==> src/rtl/ebm_session_ctrl.sv <==
// rtl/ebm_session_ctrl.sv - billing machine session sequencer
module ebm_session_ctrl #(
    parameter int TIMEOUT = 1023
) (
    input  logic        clk,
    input  logic        rst_n,
    input  logic        start,
    input  logic [11:0] meter_number,
    input  logic        exit,
    input  logic        menu_valid,
    input  logic [2:0]  menu_option,
    input  logic [12:0] units_today,
    input  logic        pay_valid,
    input  logic [15:0] pay_amount,
    output logic        lk_req,
    output logic [11:0] lk_meter,
    input  logic        lk_ack,
    input  logic        lk_found,
    input  logic [3:0]  lk_index,
    output logic [3:0]  db_index,
    input  logic [12:0] db_prev_units,
    input  logic [4:0]  db_due_date,
    input  logic [3:0]  db_due_month,
    input  logic [12:0] db_due_year,
    output logic        db_wr_en,
    output logic [12:0] db_wr_units,
    output logic [4:0]  db_wr_date,
    output logic [3:0]  db_wr_month,
    output logic [12:0] db_wr_year,
    output logic [12:0] units_used,
    output logic        units_valid,
    output logic [15:0] amount,
    output logic        amount_valid,
    output logic [4:0]  nxt_due_date,
    output logic [3:0]  nxt_due_month,
    output logic [12:0] nxt_due_year,
    output logic        paid,
    output logic        error,
    output logic [2:0]  state
);
    typedef enum logic [2:0] {
        S_IDLE = 3'd0, S_LOOKUP = 3'd1, S_MENU = 3'd2,
        S_UNITS = 3'd3, S_BILL = 3'd4, S_PAY = 3'd5
    } state_t;

    localparam int CW = $clog2(TIMEOUT + 1);

    state_t        cur;
    logic [CW-1:0] idle_cnt;
    logic          bill_phase;
    logic          bill_rb;
    logic [12:0]   bill_c;

    // A reading below the stored one means the meter rolled back: bill nothing.
    logic        rollback;
    logic [12:0] cons;
    assign rollback = units_today < db_prev_units;
    assign cons     = rollback ? 13'd0 : units_today - db_prev_units;

    logic [15:0] t1, t2, t3, bill_amt;
    assign t1 = (bill_c > 13'd100) ? 16'd100 : {3'b0, bill_c};
    assign t2 = (bill_c > 13'd300) ? 16'd200 :
                (bill_c > 13'd100) ? {3'b0, bill_c - 13'd100} : 16'd0;
    assign t3 = (bill_c > 13'd300) ? {3'b0, bill_c - 13'd300} : 16'd0;
    assign bill_amt = (t1 << 1) + (t2 << 2) + t3 * 16'd6;

    logic [4:0]  nd_date;
    logic [3:0]  nd_month;
    logic [12:0] nd_year;
    assign nd_date  = (db_due_date > 5'd28) ? 5'd28 : db_due_date;
    assign nd_month = (db_due_month == 4'd12) ? 4'd1 : db_due_month + 4'd1;
    assign nd_year  = (db_due_month == 4'd12) ? db_due_year + 13'd1 : db_due_year;

    logic quiet, timeout_hit, to_idle;
    assign quiet       = !menu_valid && !pay_valid;
    assign timeout_hit = idle_cnt == CW'(TIMEOUT - 1);
    assign to_idle = (cur != S_IDLE) && (exit ||
                     (cur == S_MENU && menu_valid && menu_option == 3'd0) ||
                     ((cur == S_MENU || cur == S_PAY) && quiet && timeout_hit));

    assign state = cur;

    always_ff @(posedge clk or negedge rst_n) begin
        if (!rst_n) begin
            cur <= S_IDLE;           idle_cnt <= '0;
            bill_phase <= 1'b0;      bill_rb <= 1'b0;       bill_c <= '0;
            lk_req <= 1'b0;          lk_meter <= '0;        db_index <= '0;
            db_wr_en <= 1'b0;        db_wr_units <= '0;     db_wr_date <= '0;
            db_wr_month <= '0;       db_wr_year <= '0;
            units_used <= '0;        units_valid <= 1'b0;
            amount <= '0;            amount_valid <= 1'b0;
            nxt_due_date <= '0;      nxt_due_month <= '0;   nxt_due_year <= '0;
            paid <= 1'b0;            error <= 1'b0;
        end else begin
            units_valid <= 1'b0;
            db_wr_en    <= 1'b0;
            paid        <= 1'b0;
            error       <= 1'b0;
            lk_req      <= 1'b0;
            idle_cnt    <= '0;
            if (exit && cur != S_IDLE) begin
                cur <= S_IDLE;
            end else begin
                case (cur)
                    S_IDLE: if (start) begin
                        lk_meter <= meter_number;
                        lk_req   <= 1'b1;
                        cur      <= S_LOOKUP;
                    end
                    S_LOOKUP: begin
                        if (!lk_ack) begin
                            lk_req <= 1'b1;
                        end else if (lk_found) begin
                            db_index <= lk_index;
                            cur      <= S_MENU;
                        end else begin
                            error <= 1'b1;
                            cur   <= S_IDLE;
                        end
                    end
                    S_MENU: begin
                        if (menu_valid) begin
                            case (menu_option)
                                3'd0: cur <= S_IDLE;
                                3'd1: cur <= S_UNITS;
                                3'd2: cur <= S_BILL;
                                3'd3: if (amount_valid) cur <= S_PAY;
                                      else error <= 1'b1;
                                default: ;
                            endcase
                        end else if (quiet) begin
                            if (timeout_hit) cur <= S_IDLE;
                            else idle_cnt <= idle_cnt + 1'b1;
                        end
                    end
                    S_UNITS: begin
                        units_used  <= cons;
                        units_valid <= 1'b1;
                        error       <= rollback;
                        cur         <= S_MENU;
                    end
                    S_BILL: begin
                        bill_phase <= !bill_phase;
                        if (!bill_phase) begin
                            bill_c  <= cons;
                            bill_rb <= rollback;
                        end else begin
                            amount       <= bill_amt;
                            amount_valid <= 1'b1;
                            error        <= bill_rb;
                            cur          <= S_MENU;
                        end
                    end
                    S_PAY: begin
                        if (pay_valid) begin
                            if (pay_amount >= amount) begin
                                db_wr_en      <= 1'b1;
                                db_wr_units   <= units_today;
                                db_wr_date    <= nd_date;
                                db_wr_month   <= nd_month;
                                db_wr_year    <= nd_year;
                                nxt_due_date  <= nd_date;
                                nxt_due_month <= nd_month;
                                nxt_due_year  <= nd_year;
                                paid          <= 1'b1;
                                amount_valid  <= 1'b0;
                                cur           <= S_MENU;
                            end else begin
                                error <= 1'b1;
                            end
                        end else if (quiet) begin
                            if (timeout_hit) cur <= S_IDLE;
                            else idle_cnt <= idle_cnt + 1'b1;
                        end
                    end
                    default: cur <= S_IDLE;
                endcase
            end
            // The bill is per-session: drop it whenever the session ends.
            if (to_idle) begin
                amount       <= '0;
                amount_valid <= 1'b0;
                bill_phase   <= 1'b0;
            end
        end
    end
endmodule

==> config.mk <==
export PLATFORM = sky130hd
export DESIGN_NAME = ebm_session_ctrl
export DESIGN_NICKNAME = d
export VERILOG_FILES = /design/src/rtl/ebm_session_ctrl.sv
export SDC_FILE = /design/constraint.sdc
export NUM_CORES = 1
export LEC_CHECK = 0
export ABC_AREA = 1
export CAP_MARGIN = 30
export CORE_MARGIN = 2
export CORE_UTILIZATION = 52
export CTS_BUF_LIST = sky130_fd_sc_hd__clkbuf_8
export DETAILED_ROUTE_END_ITERATION = 6
export PLACE_DENSITY = 0.84
export SLEW_MARGIN = 30
export SYNTH_ARGS = -nofsm -noshare
export SYNTH_HDL_FRONTEND = slang
export SYNTH_SLANG_ARGS = --single-unit
==> constraint.sdc <==
create_clock -name clk -period 5.3 [get_ports clk]
set_clock_uncertainty 0.15 [all_clocks]
set_input_delay 0.795 -clock clk [delete_from_list [all_inputs] [get_ports clk]]
set_output_delay 0.795 -clock clk [all_outputs]
set_load 0.01 [all_outputs]
==> impl_results.md, run 1 <==
- HP Class: in2async
- Clock buffer count from CTS: 9
- Leakage power: 5.01 nW
- Terminus of the critical flop-to-flop path: amount[12]$_DFFE_PN0P_
- Synthesized netlist cell count: 1,057
- Core Footprint: 15,700 sq um
- Violated checks: DRC
- Total power: 7.83 mW
- Min setup slack post-route: 0.481 ns
- First-pass GRT wire length: 34.8 mm
- Die area: 16,900 sq um
- Die height: 130 um
- Initial Utilization: 52.6%
- Proportion of power drawn by the clock network: 6.1%
- Sequential cell fraction of total power: 16.0%
- FF-to-FF Start: bill_c[2]$_DFFE_PN0P_
- Primary flip-flop cell chosen by synthesis mapping: sky130_fd_sc_hd__dfrtp_1
- Clock latency on the worst-skew pair: 0.40 ns
- Startpoint type of the worst setup path: register
- Fraction of power consumed by combinational cells: 77.9%
- Final Hold Violating Endpoints: 0
- Arrival time worst endpoint: 4.96 ns
- Fraction of final layout cells with drive strength greater than 1: 7.58%
- Post-detailed-placement cell area: 10,300 sq um
- Slowest library cell on the worst path: sky130_fd_sc_hd__fa_1
- Endpoint class of the critical path: register
- CP bufs+invs: 2
- Maximum buffer depth of the clock tree: 2
- Outcome: finished with violations
- Clock tree from TritonCTS: yes
- Pwr dens: 748 nW/um^2
- Achievable clock frequency: 0.208 GHz
- # hold bufs at CTS: 0
- Area share of the largest cell type after synthesis: 34.0%
- Worst IR Drop VDD: 0.783 mV
- Sequential area share after synthesis: 34.0%
- Count of cells resized by post-cts repair: 0
- Critical path, cell by cell: ha_1, nand2_1, nor2_1, nand2_2, nand2_2, inv_1, o21ai_0, a21oi_1, ha_1, a21oi_1, nand2_1, nand2_4, o21ai_1, xnor2_1, fa_1, inv_1, ha_1, nand2_1, o21ai_0, a21o_1, a31oi_1, or2_2, nand3_1, o21ai_1
- Delay of the slowest cell on the worst path: 0.48 ns
- Number of distinct library cells after synthesis: 52
- Transition time of the tightest slew-check pin: 0.832 ns
- Multi-input logic area: 4600 sq um
- Kind of cell adding the most delay to the critical path: adder cells
- Crit path max fanout: 12
- Number of DRC markers in iteration 0: 376
- Final Net Count: 1,404
- Fillers: 1,324
- Number of antenna violations at the first check in global routing: 0
- Post-route DRC violation count: 1
- Clock-pin slew on the worst setup and hold paths: 0.11 ns
- Post-synthesis cell type with the largest combined area: sky130_fd_sc_hd__dfrtp_1
- Overall global routing resource usage: 26.0%
- Switching part of the total power: 53.1%
- Setup Crit Path Kind: reg2reg
- Reg2reg path depth: 24
- Avg WL per Cell: 14.6 um
- Setup-violating endpoint count in the final report: 0
- Boundary pin count: 202
- Setup repair after global routing missed its margin: no
- Count of flip-flops with a built-in enable after synthesis: 0
- Area Overhead vs Synth: 27.1%
- NetSw: 4.16 mW
- Buffers inserted during post-CTS setup optimization: 0
- Clock Tree Root: sky130_fd_sc_hd__clkbuf_8
- Worst setup slack after placement: 0.307 ns
- Period utilization: 90.9%
- Sum Neg Setup Slack: 0 ns
- Antenna-violating nets left: 0
- Total congestion overflow after global routing: 0
- IO Port Bufs: 200
- Sequential cell area: 2810 sq um
- Final critical path time including I/O delays and setup: 4.82 ns
- Overall routed net length: 21.3 mm
- Maximum number of pins on one net before global-route repair: 79
- Max-Slew Margin vs Limit: 44.5%
- Design Area, Final: 10,500 sq um
- Clock H-tree levels: 3
- Worst-case register-to-register setup slack: 0.48 ns
- Total vias in the final route: 7,461
- Main area contributors after synthesis: sky130_fd_sc_hd__dfrtp_1 (34%), sky130_fd_sc_hd__nand2_1 (11%), sky130_fd_sc_hd__ha_1 (9.7%), sky130_fd_sc_hd__inv_1 (6.6%), sky130_fd_sc_hd__o21ai_0 (4.0%)
- Async S/R FF share, synth: 100%
- Reported max-cap violation count: 0
- HPWL after detailed placement: 17.2 mm
- Internal power: 3.67 mW
- Number of detailed-routing iterations run before antenna repair: 7
- Clk sinks: 112
- Die width: 130 um
- Total number of yosys warnings: 0
- Number of antenna cells inserted: 0
- Worst Path Required: 5.44 ns
- Most used standard cell by instance count after synthesis: sky130_fd_sc_hd__nand2_1
- Max Transition Viols Final: 0
- FP Rows: 46
- Vias in the first global route: 7,445
- Leading cell types by count after synthesis: sky130_fd_sc_hd__nand2_1 (236), sky130_fd_sc_hd__inv_1 (144), sky130_fd_sc_hd__dfrtp_1 (112)
- Per-instance average area after synthesis: 7.79 sq um
- Number of vias per cell after detailed routing: 5.12
- Netlist Area Pre-Place: 8240 sq um
- Final Wtd Congestion: 0.911
- Register bit count reported by yosys: 112
==> routing by layer <==
layer / share of wire [%] / vias up / GRT usage [%]
met5: 0 / - / 0
met4: 1.2 / 0 / 7.15
met3: 6.5 / 20 / 5.90
met2: 49 / 230 / 45.6
met1: 43 / 3462 / 32.2
li1: - / 3749 / -
==> power by group through the flow <==
stage	clock network (mW)	logic (mW)	registers, mW
after floorplan	0	4.36	1.31
after global placement	0	5.88	1.25
after CTS	0.491	6.06	1.25
final	0.478	6.10	1.25
after global routing	0.524	6.94	1.29
after detailed placement	0	6.02	1.26
==> worst reg2reg max path, cell delays in order (launching register included) <==
cell and delay [ns]:
sky130_fd_sc_hd__dfrtp_2 0.47, sky130_fd_sc_hd__ha_1 0.28, sky130_fd_sc_hd__nand2_1 0.09, sky130_fd_sc_hd__nor2_1 0.05
sky130_fd_sc_hd__nand2_2 0.11, sky130_fd_sc_hd__nand2_2 0.17, sky130_fd_sc_hd__inv_1 0.19, sky130_fd_sc_hd__o21ai_0 0.10
sky130_fd_sc_hd__a21oi_1 0.19, sky130_fd_sc_hd__ha_1 0.31, sky130_fd_sc_hd__a21oi_1 0.24, sky130_fd_sc_hd__nand2_1 0.16
sky130_fd_sc_hd__nand2_4 0.13, sky130_fd_sc_hd__o21ai_1 0.08, sky130_fd_sc_hd__xnor2_1 0.16, sky130_fd_sc_hd__fa_1 0.48
sky130_fd_sc_hd__inv_1 0.04, sky130_fd_sc_hd__ha_1 0.34, sky130_fd_sc_hd__nand2_1 0.08, sky130_fd_sc_hd__o21ai_0 0.23
sky130_fd_sc_hd__a21o_1 0.15, sky130_fd_sc_hd__a31oi_1 0.09, sky130_fd_sc_hd__or2_2 0.28, sky130_fd_sc_hd__nand3_1 0.06
sky130_fd_sc_hd__o21ai_1 0.06
==> cells in the final DEF (no fill, tap or decap), drive strengths merged, types with 5 or more instances in the layout <==
cell / n
or2: 7
a31oi: 7
clkbuf: 9
fa: 14
o31ai: 6
mux2: 16
clkinv: 5
ha: 64
o21ai: 83
xor2: 28
nand3: 57
nand4: 18
xnor2: 16
a211oi: 5
clkdlybuf4s50: 199
nor2: 89
conb: 9
nor3: 16
nand2: 241
dfrtp: 112
inv: 161
a21oi: 51
==> registers in the layout, summed over array words and instances (netlist names), 3 cells and up <==
register,cells
amount,15
bill_c,13
db_index,4
db_wr_units,13
idle_cnt,10
lk_meter,12
nxt_due_date,5
nxt_due_month,4
nxt_due_year,13
state,3
units_used,13
==> cells by family after synthesis <==
logic type	after synthesis	synth area share, %
muxes	16	2.19
other	2	0.0912
adders and majority gates	78	13.1
AOI/OAI and AO/OA	171	12.0
and+or+nand+nor	433	23.3
buffers and inverters	201	10.6
DFF	112	34.0
xor gates and xnor gates	44	4.68
==> worst max path at each step <==
| stage | slack (ns) | to | from | cells past startpoint |
|---|---|---|---|---|
| 2_1_floorplan | 0.94 | amount[12]$_DFFE_PN0P_ | bill_c[2]$_DFFE_PN0P_ | 25 |
| 3_3_place_gp | 0.55 | amount[12]$_DFFE_PN0P_ | bill_c[10]$_DFFE_PN0P_ | 23 |
| 3_5_place_dp | 0.31 | amount[15]$_DFFE_PN0P_ | bill_c[2]$_DFFE_PN0P_ | 25 |
| 4_1_cts | 0.29 | amount[15]$_DFFE_PN0P_ | bill_c[2]$_DFFE_PN0P_ | 25 |
| 5_1_grt | 0.02 | amount[12]$_DFFE_PN0P_ | bill_c[2]$_DFFE_PN0P_ | 24 |
| 6_report | 0.48 | amount[12]$_DFFE_PN0P_ | bill_c[2]$_DFFE_PN0P_ | 24 |
==> through the flow <==
step | util, % | hold WS (ns) | std cells
finish | 66.8 | 0.251 | 1456
global route | 66.8 | 0.300 | 1456
CTS | 66.7 | 0.350 | 1456
detailed placement | 65.6 | 0.315 | 1440
global placement | 65.6 | 0.315 | 1440
floorplan | - | 0.303 | 1064
==> final cells by class <==
| cell class | count | area share (%) |
|---|---|---|
| multi-input combinational | 751 | 44.0 |
| sequential | 112 | 26.8 |
| timing repair buffer | 202 | 19.3 |
| inverter | 159 | 5.70 |
| tap | 216 | 2.58 |
| clock buffer | 9 | 1.18 |
| clock inverter | 7 | 0.454 |
Power figures use the tool's default switching activity.
==> run 2, diff against run 1 <==
--- a/config.mk
+++ b/config.mk
@@ -7,7 +7,6 @@
 export LEC_CHECK = 0
 export ABC_AREA = 1
 export CAP_MARGIN = 30
-export CORE_MARGIN = 2
 export CORE_UTILIZATION = 52
 export CTS_BUF_LIST = sky130_fd_sc_hd__clkbuf_8
 export DETAILED_ROUTE_END_ITERATION = 6
==> impl_results.md, run 2 (same netlist as run 1, synthesis figures left out) <==
- First-pass GRT wire length: 34.8 mm (about the same)
- Core Footprint: 15,300 sq um (was 15,700 sq um)
- Final Hold Violating Endpoints: 0 (unchanged)
- IO Port Bufs: 200 (unchanged)
- Vias in the first global route: 7,307 (was 7,445)
- # hold bufs at CTS: 0 (unchanged)
- Fraction of final layout cells with drive strength greater than 1: 7.41% (was 7.58%)
- Kind of cell adding the most delay to the critical path: adder cells (unchanged)
- Buffers inserted during post-CTS setup optimization: 0 (unchanged)
- Total power: 7.80 mW (was 7.83 mW)
- Clock-pin slew on the worst setup and hold paths: 0.11 ns (about the same)
- GRT busiest layer: met2 (unchanged)
- Max Transition Viols Final: 0 (unchanged)
- Crit path max fanout: 12 (unchanged)
- Setup Crit Path Kind: reg2reg (unchanged)
- Count of cells resized by post-cts repair: 0 (unchanged)
- CP bufs+invs: 2 (unchanged)
- Core utilization of the finished layout: 68.5% (was 66.8%)
- Clock tree from TritonCTS: yes (unchanged)
- Total vias in the final route: 7,489 (was 7,461)
- Overall routed net length: 21.2 mm (was 21.3 mm)
- Register with the highest flop count: amount (unchanged)
- HPWL after detailed placement: 17.2 mm (about the same)
- Slowest library cell on the worst path: sky130_fd_sc_hd__fa_1 (unchanged)
- Startpoint type of the worst setup path: register (unchanged)
- Final Wtd Congestion: 0.919 (was 0.911)
- Number of DRC markers in iteration 0: 319 (was 376)
- Worst Path Required: 5.44 ns (about the same)
- Antenna-violating nets left: 0 (unchanged)
- Initial Utilization: 53.8% (was 52.6%)
- Avg WL per Cell: 14.6 um (about the same)
- Number of detailed-routing iterations run before antenna repair: 4 (was 7)
- Setup-violating endpoint count in the final report: 0 (unchanged)
- GR met1 Demand/Resource: 33.6% (was 32.2%)
- Commonest non-fill, non-tap cells in the layout: sky130_fd_sc_hd__nand2_1 (235), sky130_fd_sc_hd__clkdlybuf4s50_1 (199), sky130_fd_sc_hd__inv_1 (144) (was sky130_fd_sc_hd__nand2_1 (235), sky130_fd_sc_hd__clkdlybuf4s50_1 (199), sky130_fd_sc_hd__inv_1 (145))
- Clock latency on the worst-skew pair: 0.40 ns (about the same)
- Final critical path time including I/O delays and setup: 4.79 ns (was 4.82 ns)
- Endpoint class of the critical path: register (unchanged)
- Pwr dens: 743 nW/um^2 (was 748 nW/um^2)
- Clock H-tree levels: 3 (unchanged)
- Reported max-cap violation count: 0 (unchanged)
- Clock Tree Root: sky130_fd_sc_hd__clkbuf_8 (unchanged)
- Largest register FFs: 15 (unchanged)
- Fillers: 1,303 (was 1,324)
- Leakage power: 5.02 nW (was 5.01 nW)
- Die area: 16,300 sq um (was 16,900 sq um)
- Area Overhead vs Synth: 27.4% (was 27.1%)
- Worst IR Drop VDD: 0.563 mV (was 0.783 mV)
- Maximum number of pins on one net before global-route repair: 52 (was 79)
- Critical path, cell by cell: ha_1, nand2_1, nor2_1, nand2_2, nand2_2, inv_1, o21ai_0, a21oi_1, ha_1, a21oi_1, nand2_1, nand2_4, o21ai_1, xnor2_1, fa_1, inv_1, ha_1, nand2_1, o21ai_0, a21o_1, a31oi_1, or2_2, nand3_1, o21ai_1 (unchanged)
- Clock buffer count from CTS: 9 (unchanged)
- Outcome: completed (was finished with violations)
- Max-Slew Margin vs Limit: 42.1% (was 44.5%)
- Sum Neg Setup Slack: 0 ns (unchanged)
- Post-route worst hold slack: 0.184 ns (was 0.251 ns)
- Clk sinks: 112 (unchanged)
- Die width: 128 um (was 130 um)
- Final Net Count: 1,405 (was 1,404)
- Met3 GRT Util: 4.92% (was 5.90%)
- Transition time of the tightest slew-check pin: 0.868 ns (was 0.832 ns)
- Boundary pin count: 202 (unchanged)
- Number of antenna violations at the first check in global routing: 0 (unchanged)
- Arrival time worst endpoint: 4.93 ns (was 4.96 ns)
- Overall global routing resource usage: 26.9% (was 26.0%)
- Post-route DRC violation count: 0 (was 1)
- Period utilization: 90.3% (was 90.9%)
- FP Rows: 45 (was 46)
- Met2 Resource Use GR: 47.2% (was 45.6%)
- Number of vias per cell after detailed routing: 5.16 (was 5.12)
- Maximum buffer depth of the clock tree: 2 (unchanged)
- Setup repair after global routing missed its margin: no (unchanged)
- Achievable clock frequency: 0.209 GHz (was 0.208 GHz)
- Delay of the slowest cell on the worst path: 0.49 ns (was 0.48 ns)
- Most common cell after layout, fill and taps aside: sky130_fd_sc_hd__nand2_1 (unchanged)
- Number of antenna cells inserted: 0 (unchanged)
- Total congestion overflow after global routing: 0 (unchanged)
- HP Class: in2async (unchanged)
- Die height: 128 um (was 130 um)
## run 2: changes by cell type in the layout (fill, tap and decap cells not counted), moves of 2 or more
| cell | delta |
|---|---|
| sky130_fd_sc_hd__dfrtp_1 | +3 |
| sky130_fd_sc_hd__clkinvlp_4 | +3 |
| sky130_fd_sc_hd__inv_6 | +2 |
| sky130_fd_sc_hd__clkinv_2 | -3 |
| sky130_fd_sc_hd__dfrtp_2 | -3 |
## run 2: worst paths after layout
check | end | slack [ns] | startpoint | cells after the start
min | amount[4]$_DFFE_PN0P_ | 0.18 | rst_n | 1
min in group clk | units_used[0]$_DFFE_PN0P_ | 0.35 | units_used[0]$_DFFE_PN0P_ | 2
max | amount[12]$_DFFE_PN0P_ | 0.51 | bill_c[3]$_DFFE_PN0P_ | 24
min reg2reg | units_used[0]$_DFFE_PN0P_ | 0.35 | units_used[0]$_DFFE_PN0P_ | 2
max in group asynchronous | bill_c[2]$_DFFE_PN0P_ | 3.75 | rst_n | 3
max reg2reg | amount[12]$_DFFE_PN0P_ | 0.51 | bill_c[3]$_DFFE_PN0P_ | 24
## run 2: power by group
| part | total [mW] | switching, mW | internal (mW) |
|---|---|---|---|
| Clock | 0.503 | 0.324 | 0.179 |
| Combinational | 6.04 | 3.61 | 2.43 |
| Sequential | 1.26 | 0.190 | 1.07 |
| Total | 7.80 | 4.13 | 3.67 |
## run 2: area by class of cell
cell class	count	area (sq um)	area share [%]
well taps	211	264	2.52
multi-input cells	751	4600	43.8
clock buffers	9	124	1.18
repair buffers	203	2040	19.5
inverters	159	597	5.69
clock inverters	7	65.1	0.620
flip-flops and latches	112	2800	26.7
## run 2: through the flow
stage                     setup WS (ns)  cells  cell area, sq um
final                             0.514   1452             10500
after global routing             0.0655   1452             10500
after CTS                         0.351   1452             10500
after detailed placement          0.385   1436             10300
after global placement            0.564   1435             10300
after floorplan                   0.938   1064              8260
## run 2: layer usage
| metal | share of wire [%] | up-vias |
|---|---|---|
| li1 | - | 3753 |
| met1 | 43 | 3487 |
| met2 | 49 | 221 |
| met3 | 5.9 | 28 |
| met4 | 2.0 | 0 |
| met5 | 0 | - |
==> run 3, diff against run 2 <==
--- a/config.mk
+++ b/config.mk
@@ -10,7 +10,7 @@
 export CORE_UTILIZATION = 52
 export CTS_BUF_LIST = sky130_fd_sc_hd__clkbuf_8
 export DETAILED_ROUTE_END_ITERATION = 6
-export PLACE_DENSITY = 0.84
+export PLACE_DENSITY = 0.93
 export SLEW_MARGIN = 30
 export SYNTH_ARGS = -nofsm -noshare
 export SYNTH_HDL_FRONTEND = slang
==> impl_results.md, run 3 (same netlist as run 1, synthesis figures left out) <==
- Delay of the slowest cell on the worst path: 0.49 ns (about the same)
- First-pass GRT wire length: 35.5 mm (was 34.8 mm)
- Antenna-violating nets left: 0 (unchanged)
- Number of cells in the finished layout apart from fillers: 1,450 (was 1,452)
- Number of detailed-routing iterations run before antenna repair: 5 (was 4)
- Die width: 128 um (unchanged)
- Core utilization of the finished layout: 68.4% (was 68.5%)
- Area Overhead vs Synth: 27.3% (was 27.4%)
- Final Wtd Congestion: 0.921 (was 0.919)
- Number of vias per cell after detailed routing: 5.22 (was 5.16)
- Buffers inserted during post-CTS setup optimization: 0 (unchanged)
- Setup Crit Path Kind: reg2reg (unchanged)
- HPWL after detailed placement: 17.6 mm (was 17.2 mm)
- Total power: 7.88 mW (was 7.80 mW)
- Initial Utilization: 53.8% (unchanged)
- IO Port Bufs: 200 (unchanged)
- Total vias in the final route: 7,564 (was 7,489)
- Min setup slack post-route: 0.517 ns (was 0.514 ns)
- Clock Tree Root: sky130_fd_sc_hd__clkbuf_8 (unchanged)
- Final critical path time including I/O delays and setup: 4.78 ns (was 4.79 ns)
- Number of antenna violations at the first check in global routing: 0 (unchanged)
- Kind of cell adding the most delay to the critical path: adder cells (unchanged)
- Period utilization: 90.3% (about the same)
- Die area: 16,300 sq um (unchanged)
- Clock H-tree levels: 3 (unchanged)
- Overall routed net length: 21.8 mm (was 21.2 mm)
- # hold bufs at CTS: 0 (unchanged)
- FP Rows: 45 (unchanged)
- Achievable clock frequency: 0.209 GHz (about the same)
- HP Class: in2async (unchanged)
- Number of antenna cells inserted: 0 (unchanged)
- Fraction of final layout cells with drive strength greater than 1: 7.18% (was 7.41%)
- Largest register FFs: 15 (unchanged)
- Register with the highest flop count: amount (unchanged)
- Maximum number of pins on one net before global-route repair: 80 (was 52)
- Max-Slew Margin vs Limit: 42.3% (was 42.1%)
- Vias in the first global route: 7,533 (was 7,307)
- Fillers: 1,238 (was 1,303)
- Slowest library cell on the worst path: sky130_fd_sc_hd__fa_1 (unchanged)
- Clock tree from TritonCTS: yes (unchanged)
- Clock-pin slew on the worst setup and hold paths: 0.11 ns (about the same)
- Boundary pin count: 202 (unchanged)
- Commonest non-fill, non-tap cells in the layout: sky130_fd_sc_hd__nand2_1 (235), sky130_fd_sc_hd__clkdlybuf4s50_1 (199), sky130_fd_sc_hd__inv_1 (144) (unchanged)
- Number of placed cells counting well taps: 1,435 (was 1,436)
- Multi-input logic area: 4600 sq um (unchanged)
- Clk sinks: 112 (unchanged)
- CP bufs+invs: 2 (unchanged)
- Terminus of the critical flop-to-flop path: amount[12]$_DFFE_PN0P_ (unchanged)
- Pwr dens: 752 nW/um^2 (was 743 nW/um^2)
- Clock latency on the worst-skew pair: 0.39 ns (was 0.40 ns)
- Count of cells resized by post-cts repair: 0 (unchanged)
- Number of DRC markers in iteration 0: 441 (was 319)
- FF-to-FF Start: bill_c[2]$_DFFE_PN0P_ (was bill_c[3]$_DFFE_PN0P_)
- Max Transition Viols Final: 0 (unchanged)
- Core Footprint: 15,300 sq um (unchanged)
- Final Net Count: 1,404 (was 1,405)
- Die height: 128 um (unchanged)
- Transition time of the tightest slew-check pin: 0.865 ns (was 0.868 ns)
- Worst Path Required: 5.44 ns (about the same)
- Leakage power: 5.02 nW (about the same)
- Avg WL per Cell: 15.0 um (was 14.6 um)
- Post-route DRC violation count: 0 (unchanged)
- Reg2reg path depth: 24 (unchanged)
- Endpoint class of the critical path: register (unchanged)
- Setup-violating endpoint count in the final report: 0 (unchanged)
- Worst setup slack after placement: 0.368 ns (was 0.385 ns)
- Overall global routing resource usage: 27.5% (was 26.9%)
- Crit path max fanout: 12 (unchanged)
- Worst-case register-to-register setup slack: 0.52 ns (was 0.51 ns)
- Sequential cell area: 2800 sq um (about the same)
- Clock buffer count from CTS: 9 (unchanged)
- Arrival time worst endpoint: 4.92 ns (was 4.93 ns)
- Maximum buffer depth of the clock tree: 2 (unchanged)
- Reported max-cap violation count: 0 (unchanged)
- Critical path, cell by cell: ha_1, nand2_1, nor2_1, nand2_2, nand2_2, inv_1, o21ai_0, a21oi_1, ha_1, a21oi_1, nand2_1, nand2_4, o21ai_1, xnor2_1, fa_1, inv_1, ha_1, nand2_1, o21ai_0, a21o_1, a31oi_1, or2_2, nand3_1, o21ai_1 (unchanged)
- Total congestion overflow after global routing: 0 (unchanged)
- Final Hold Violating Endpoints: 0 (unchanged)
- Startpoint type of the worst setup path: register (unchanged)
- Setup repair after global routing missed its margin: no (unchanged)
- Outcome: completed (unchanged)
- Worst IR Drop VDD: 0.801 mV (was 0.563 mV)
- Most common cell after layout, fill and taps aside: sky130_fd_sc_hd__nand2_1 (unchanged)
- Sum Neg Setup Slack: 0 ns (unchanged)
[run 3: stage by stage]
stage / hold slack, ns / instance area [sq um]
after global routing: 0.328 / 10500
after floorplan: 0.303 / 8260
after CTS: 0.293 / 10500
after global placement: 0.313 / 10300
final: 0.269 / 10500
after detailed placement: 0.322 / 10300
[run 3: worst max path at each step]
| stage | depth (start not counted) | slack, ns | end | start |
|---|---|---|---|---|
| after floorplan | 25 | 0.94 | amount[12]$_DFFE_PN0P_ | bill_c[2]$_DFFE_PN0P_ |
| after global placement | 23 | 0.54 | amount[12]$_DFFE_PN0P_ | bill_c[2]$_DFFE_PN0P_ |
| after detailed placement | 24 | 0.37 | amount[15]$_DFFE_PN0P_ | bill_c[2]$_DFFE_PN0P_ |
| after CTS | 25 | 0.32 | amount[15]$_DFFE_PN0P_ | bill_c[2]$_DFFE_PN0P_ |
| after global routing | 25 | 0.006 | amount[15]$_DFFE_PN0P_ | bill_c[3]$_DFFE_PN0P_ |
| final | 24 | 0.52 | amount[12]$_DFFE_PN0P_ | bill_c[2]$_DFFE_PN0P_ |
[run 3: final cells by class]
| cell class | count | area share (%) |
|---|---|---|
| clock buffer | 11 | 1.44 |
| inverter | 159 | 5.69 |
| clock inverter | 4 | 0.489 |
| timing repair buffer | 202 | 19.3 |
| multi-input combinational | 751 | 43.9 |
| sequential | 112 | 26.7 |
| tap | 211 | 2.52 |
[run 3: report_power, final]
part / leakage, nW / internal, mW / switching (mW)
combinational: 3.42 / 2.42 / 3.65
clock: 0.102 / 0.243 / 0.303
sequential: 1.50 / 1.07 / 0.186
[run 3: routing by layer]
layer / routed length (um) / part of all wire [%] / GRT usage (%)
met1: 9010 / 41 / 33.4
met2: 10900 / 50 / 48.3
met3: 1240 / 5.7 / 4.67
met4: 648 / 3.0 / 11.5
met5: 0 / 0 / 0
